==> config.mk <==
export PLATFORM = sky130hd
export DESIGN_NAME = system_subtractor
export DESIGN_NICKNAME = d
export VERILOG_FILES = /design/src/rtl/system_subtractor.sv
export SDC_FILE = /design/constraint.sdc
export NUM_CORES = 1
export LEC_CHECK = 0
export BUFFER_PORTS_ARGS = -buffer_cell sky130_fd_sc_hd__buf_4
export CAP_MARGIN = 20
export CORE_MARGIN = 8
export CORE_UTILIZATION = 40
export DETAILED_ROUTE_END_ITERATION = 6
export GPL_ROUTABILITY_DRIVEN = 0
export PLACE_DENSITY = 0.61
export SYNTH_ARGS = -nofsm -noshare
export SYNTH_HDL_FRONTEND = slang
export SYNTH_SLANG_ARGS = --single-unit
==> constraint.sdc <==
create_clock -name clk -period 6.3 [get_ports clk]
set_input_delay 0.945 -clock clk [delete_from_list [all_inputs] [get_ports clk]]
set_output_delay 0.945 -clock clk [all_outputs]
set_load 0.005 [all_outputs]
==> src/rtl/system_subtractor.sv <==
// Registered WIDTH-bit subtractor slice: two independently loaded operand
// registers and a captured difference with borrow-in and borrow-out.
module system_subtractor #(
  parameter int WIDTH = 16
) (
  input  logic             clk,
  input  logic             rstn,
  input  logic [WIDTH-1:0] d_a,
  input  logic [WIDTH-1:0] d_b,
  input  logic             en_a,
  input  logic             en_b,
  input  logic             en_result,
  input  logic             bin,
  output logic [WIDTH-1:0] result,
  output logic             bout
);

  logic [WIDTH-1:0] a_reg;
  logic [WIDTH-1:0] b_reg;
  logic [WIDTH-1:0] result_reg;
  logic             bout_reg;

  logic [WIDTH:0]   full_next;
  logic [WIDTH-1:0] diff_next;
  logic             borrow_next;

  // The extra top bit of the WIDTH+1 difference goes negative exactly when
  // a < b + bin, so it doubles as the borrow-out.
  always_comb begin
    full_next   = {1'b0, a_reg} - {1'b0, b_reg} - {{WIDTH{1'b0}}, bin};
    diff_next   = full_next[WIDTH-1:0];
    borrow_next = full_next[WIDTH];
  end

  // rstn is active-high.
  always_ff @(posedge clk) begin
    if (rstn) begin
      a_reg      <= '0;
      b_reg      <= '0;
      result_reg <= '0;
      bout_reg   <= 1'b0;
    end else begin
      if (en_a) begin
        a_reg <= d_a;
      end
      if (en_b) begin
        b_reg <= d_b;
      end
      // Uses operand values from before this edge, even if they reload now.
      if (en_result) begin
        result_reg <= diff_next;
        bout_reg   <= borrow_next;
      end
    end
  end

  assign result = result_reg;
  assign bout   = bout_reg;

endmodule

Word-level counts from Yosys, hierarchy flattened --
Cells that the tools add are included.
Operators by class: add/sub/neg operators 2
Operator list (count):
- 16-bit by 16-bit subtractor with 17-bit output | 1
- 17-bit by 1-bit subtractor with 17-bit output | 1
Storage, ports and cells: register bits 49, bits of input ports 38

Logic depth before layout (Yosys ltp) --
depth in word-level cells 2, gate-level depth with buffers 10

Worst setup path after synthesis --
OpenSTA, ideal clock, no wires.
path type in2reg, start point input port bin, end point register result_reg[15], in the netlist result[15], arrival time 2.844 ns, data required time 6.180 ns, slack 3.336 ns, cell stages on the path 9, cell sequence inv_1 fa_1 inv_1 ha_1 o21ai_0 a22oi_1 a31oi_1 o211ai_1 a211o_1
Between the ends: longest elaborated chain between the ends 1
RTL lines:
- from (decl) | line 13 | input logic bin,
- 17-bit by 1-bit subtractor with 17-bit output | line 30 | full_next = {1'b0, a_reg} - {1'b0, b_reg} - {{WIDTH{1'b0}}, bin};
- to (signal assigned) | line 51 | result_reg <= diff_next;
- to (decl) | line 20 | logic [WIDTH-1:0] result_reg;
No other way between the ends. A chain may end at the register's enable or synchronous reset.

Worst setup path in the final report --
start point input port bin, end point register result_reg[13], in the netlist result[13]
The elaborated chain is that of the path after synthesis.

==> flow_summary_export.csv <==
group,metric,value,unit
sta,maxSlewViolCount,0,
clock_tree,clock-root-buffer,"clkbuf_8",
cells_and_area,final_cells,489,
drt,vias,2353,
global_routing,grtUsageTotal,0.123,
logic_synthesis,yosys-mux-area-fraction,0.125,
setup_path,timing.rr.start,"b_reg[0]$_SDFFE_PP0P_",
logic_synthesis,synth_top_family_by_area,"simple AND/OR/NAND/NOR gates",
setup_path,reg2reg_depth,9,
sta,worst_slew_pin_slew,0.593,ns
sta,fin_skew,0.00894,ns
clock_tree,clk_latency,0.31,ns
sta,whs,0.460,ns
die,dieArea,10400,µm²
drt,drt-total-wl,6350,µm
drt,viasPerCell,4.81,
die,fp-row-count,31,
global_routing,grt_overflow,0,
logic_synthesis,syn-num-nets,415,
setup_path,crit_required,6.50,ns
clock_tree,numCtsBuffers,5,
global_routing,grt_pass1_wl,10300,µm
logic_synthesis,yosysMostFrequentCell,"inv_1",
die,die_h,102,µm
logic_synthesis,synth_fa_ha_area_frac,0.140,
logic_synthesis,synth_xor_area_frac,0.0266,
setup_path,reg2reg_slack,3.78,ns
clock_tree,cts_setup_buffers,0,
die,die_w,102,µm
placed_design,dp_slack,3.01,ns
cells_and_area,n_antenna_cell,0,
logic_synthesis,synthFlopType,"dfxtp_1",
drt,drt-pass1-iter-count,4,
placed_design,placed_cell_area,3430,µm²
setup_path,start_kind,"input pin",
drt,dr.first_iter.drc_count,125,
power_and_ir_drop,power_density,248,nW/µm²
logic_synthesis,yosysTopAreaCellShare,0.331,
logic_synthesis,synthTopCellsByArea,"dfxtp_1 (33%), ha_1 (13%), mux2i_1 (13%), inv_1 (6.6%), nor2_1 (6.1%)",
global_routing,antenna_found_initial,0,
setup_path,crit_end,"result[13]$_SDFFE_PP0P_",
setup_path,crit_path_end_kind,"flip-flop",
sta,setup_tns,0,ns
sta,fin_crit_sh,0.467,
logic_synthesis,syn-cell-area,2960,µm²
setup_path,cpMostUsedCell,"inv_1",
clock_tree,htreeDepth,2,
power_and_ir_drop,leakage,1.71,nW
clock_tree,cts_tree,"done",
cells_and_area,areaGrowthSynthToFinish,19.2,%
setup_path,crit_path_top_delay_cell,"fa_1",
setup_path,startpoint,"bin",
sta,fmax,0.340,GHz
logic_synthesis,syn_avg_cell_area,8.58,µm²
clock_tree,clk_pin_slew,0.09,ns
clock_tree,clock_sinks,49,
die,io_pins,55,
placed_design,port_buffers,54,
logic_synthesis,synth_compound_area_frac,0.125,
drt,ant_nets,0,
power_and_ir_drop,irDropWorstVdd,0.000106,V
run_status,status,"completed",
cells_and_area,final_cell_area,3530,µm²
logic_synthesis,netlist_top_cells_count,"inv_1 (52), dfxtp_1 (49), nor2_1 (48)",
setup_path,r2r_end,"result[13]$_SDFFE_PP0P_",
cells_and_area,drive_gt1_frac,0.172,
sta,fin_ws,3.36,ns
clock_tree,hold_buffers,0,
logic_synthesis,synth_edf_count,0,
die,core_area,7210,µm²
cells_and_area,nets,460,
logic_synthesis,yosys_warnings,0,
placed_design,dp_cells,482,
logic_synthesis,synth_top_area_cell,"dfxtp_1",
hold_path,hold_path_class,"reg -> reg",
global_routing,grt_max_degree,60,
die,start_util,0.411,
setup_path,max_stage_delay,0.55,ns
sta,finalCriticalPeriod,2.94,ns
logic_synthesis,ys_types,52,
sta,slew_headroom,0.605,
drt,wl_per_cell,13.0,µm
placed_design,dp_hpwl,4980,µm
clock_tree,cts_resized,0,
setup_path,path_class,"in -> reg",
logic_synthesis,syn_inst,345,
logic_synthesis,ys_ff_latch,49,
setup_path,cp_max_fo,3,
clock_tree,cts_buffer_depth,2,
logic_synthesis,async_flop_share,0,
setup_path,path_cells,"buf_4 > inv_1 > fa_1 > inv_1 > ha_1 > o21ai_0 > a221oi_2 > nor3b_1 > nor4_1 > or3b_1",
flow_run,drv_cap,0,
sta,rsz0062_at_grt,"no",
logic_synthesis,synth-simple-area-share,0.163,
sta,finalHoldViolations,0,
sta,finalSetupViolCount,0,
drt,route.detailed.drc,0,
logic_synthesis,yosysSeqAreaShare,0.331,
setup_path,cp.arrival,3.14,ns
global_routing,first_global_vias,2196,
cells_and_area,nFillCells,749,
==> routing by layer <==
| layer | vias up | track usage | share of wire |
|---|---|---|---|
| met3 | 8 | 0.0293 | 0.059 |
| li1 | 1246 | - | - |
| met4 | 0 | 0.0406 | 0.013 |
| met1 | 1040 | 0.167 | 0.51 |
| met2 | 59 | 0.185 | 0.42 |
| met5 | - | 0 | 0 |
==> layout by cell type, fill, tap and decap left out, types with 4 or more instances in the layout <==
cell,netlist,final
buf_4,0,54
inv_1,52,52
dfxtp_1,49,49
nor2_1,48,48
mux2i_1,37,37
ha_1,30,30
nand2_1,16,16
a21oi_1,10,10
nor3b_1,7,7
nand2b_1,7,7
o21ai_0,6,6
nand3_1,5,5
xnor2_1,5,5
clkbuf_8,0,5
o22ai_1,4,4
and2_1,4,4
nand4_1,4,4
xor2_1,4,4
==> worst min-delay path by stage <==
stage	slack (ns)	from	end	depth (start not counted)
finish	0.46	result[11]$_SDFFE_PP0P_	result[11]$_SDFFE_PP0P_	2
global route	0.51	result[8]$_SDFFE_PP0P_	result[8]$_SDFFE_PP0P_	2
CTS	0.46	result[11]$_SDFFE_PP0P_	result[11]$_SDFFE_PP0P_	2
detailed placement	0.45	result[11]$_SDFFE_PP0P_	result[11]$_SDFFE_PP0P_	2
global placement	0.45	result[11]$_SDFFE_PP0P_	result[11]$_SDFFE_PP0P_	2
floorplan	0.45	result[11]$_SDFFE_PP0P_	result[11]$_SDFFE_PP0P_	2
==> final cells by class <==
| type | count | area (µm²) | area share |
|---|---|---|---|
| multi-input cells | 228 | 1720 | 0.487 |
| flip-flops and latches | 49 | 981 | 0.278 |
| repair buffers | 54 | 405 | 0.115 |
| inverters | 52 | 195 | 0.0553 |
| well taps | 99 | 124 | 0.0351 |
| clock buffers | 5 | 68.8 | 0.0195 |
| clock inverters | 2 | 35.0 | 0.00993 |
==> critical path: cells and delay by family <==
family,cells,cell delay [ns]
and+or+nand+nor,3,0.78
adders and majority gates,2,0.71
AOI/OAI and AO/OA,2,0.54
buffers and inverters,3,0.17
==> metrics by stage <==
stage / power, mW / util
floorplan: 0.565 / -
global placement: 0.656 / 0.475
detailed placement: 0.660 / 0.475
CTS: 0.884 / 0.489
global route: 0.933 / 0.489
finish: 0.875 / 0.489
==> kinds of logic (layout without fill, tap and decap cells) <==
| group | after synthesis | in the layout |
|---|---|---|
| buffers and inverters | 68 | 113 |
| DFF | 49 | 49 |
| xor gates and xnor gates | 9 | 9 |
| muxes | 37 | 37 |
| AOI/OAI and AO/OA | 50 | 50 |
| and+or+nand+nor | 100 | 100 |
| adders and majority gates | 32 | 32 |
==> power by group <==
group | total (mW) | switching, mW | internal [mW]
registers | 0.358 | 0.0171 | 0.341
logic | 0.293 | 0.153 | 0.139
clock network | 0.224 | 0.108 | 0.116
total | 0.875 | 0.279 | 0.596
Note: power is estimated with default switching activity, not from simulation.
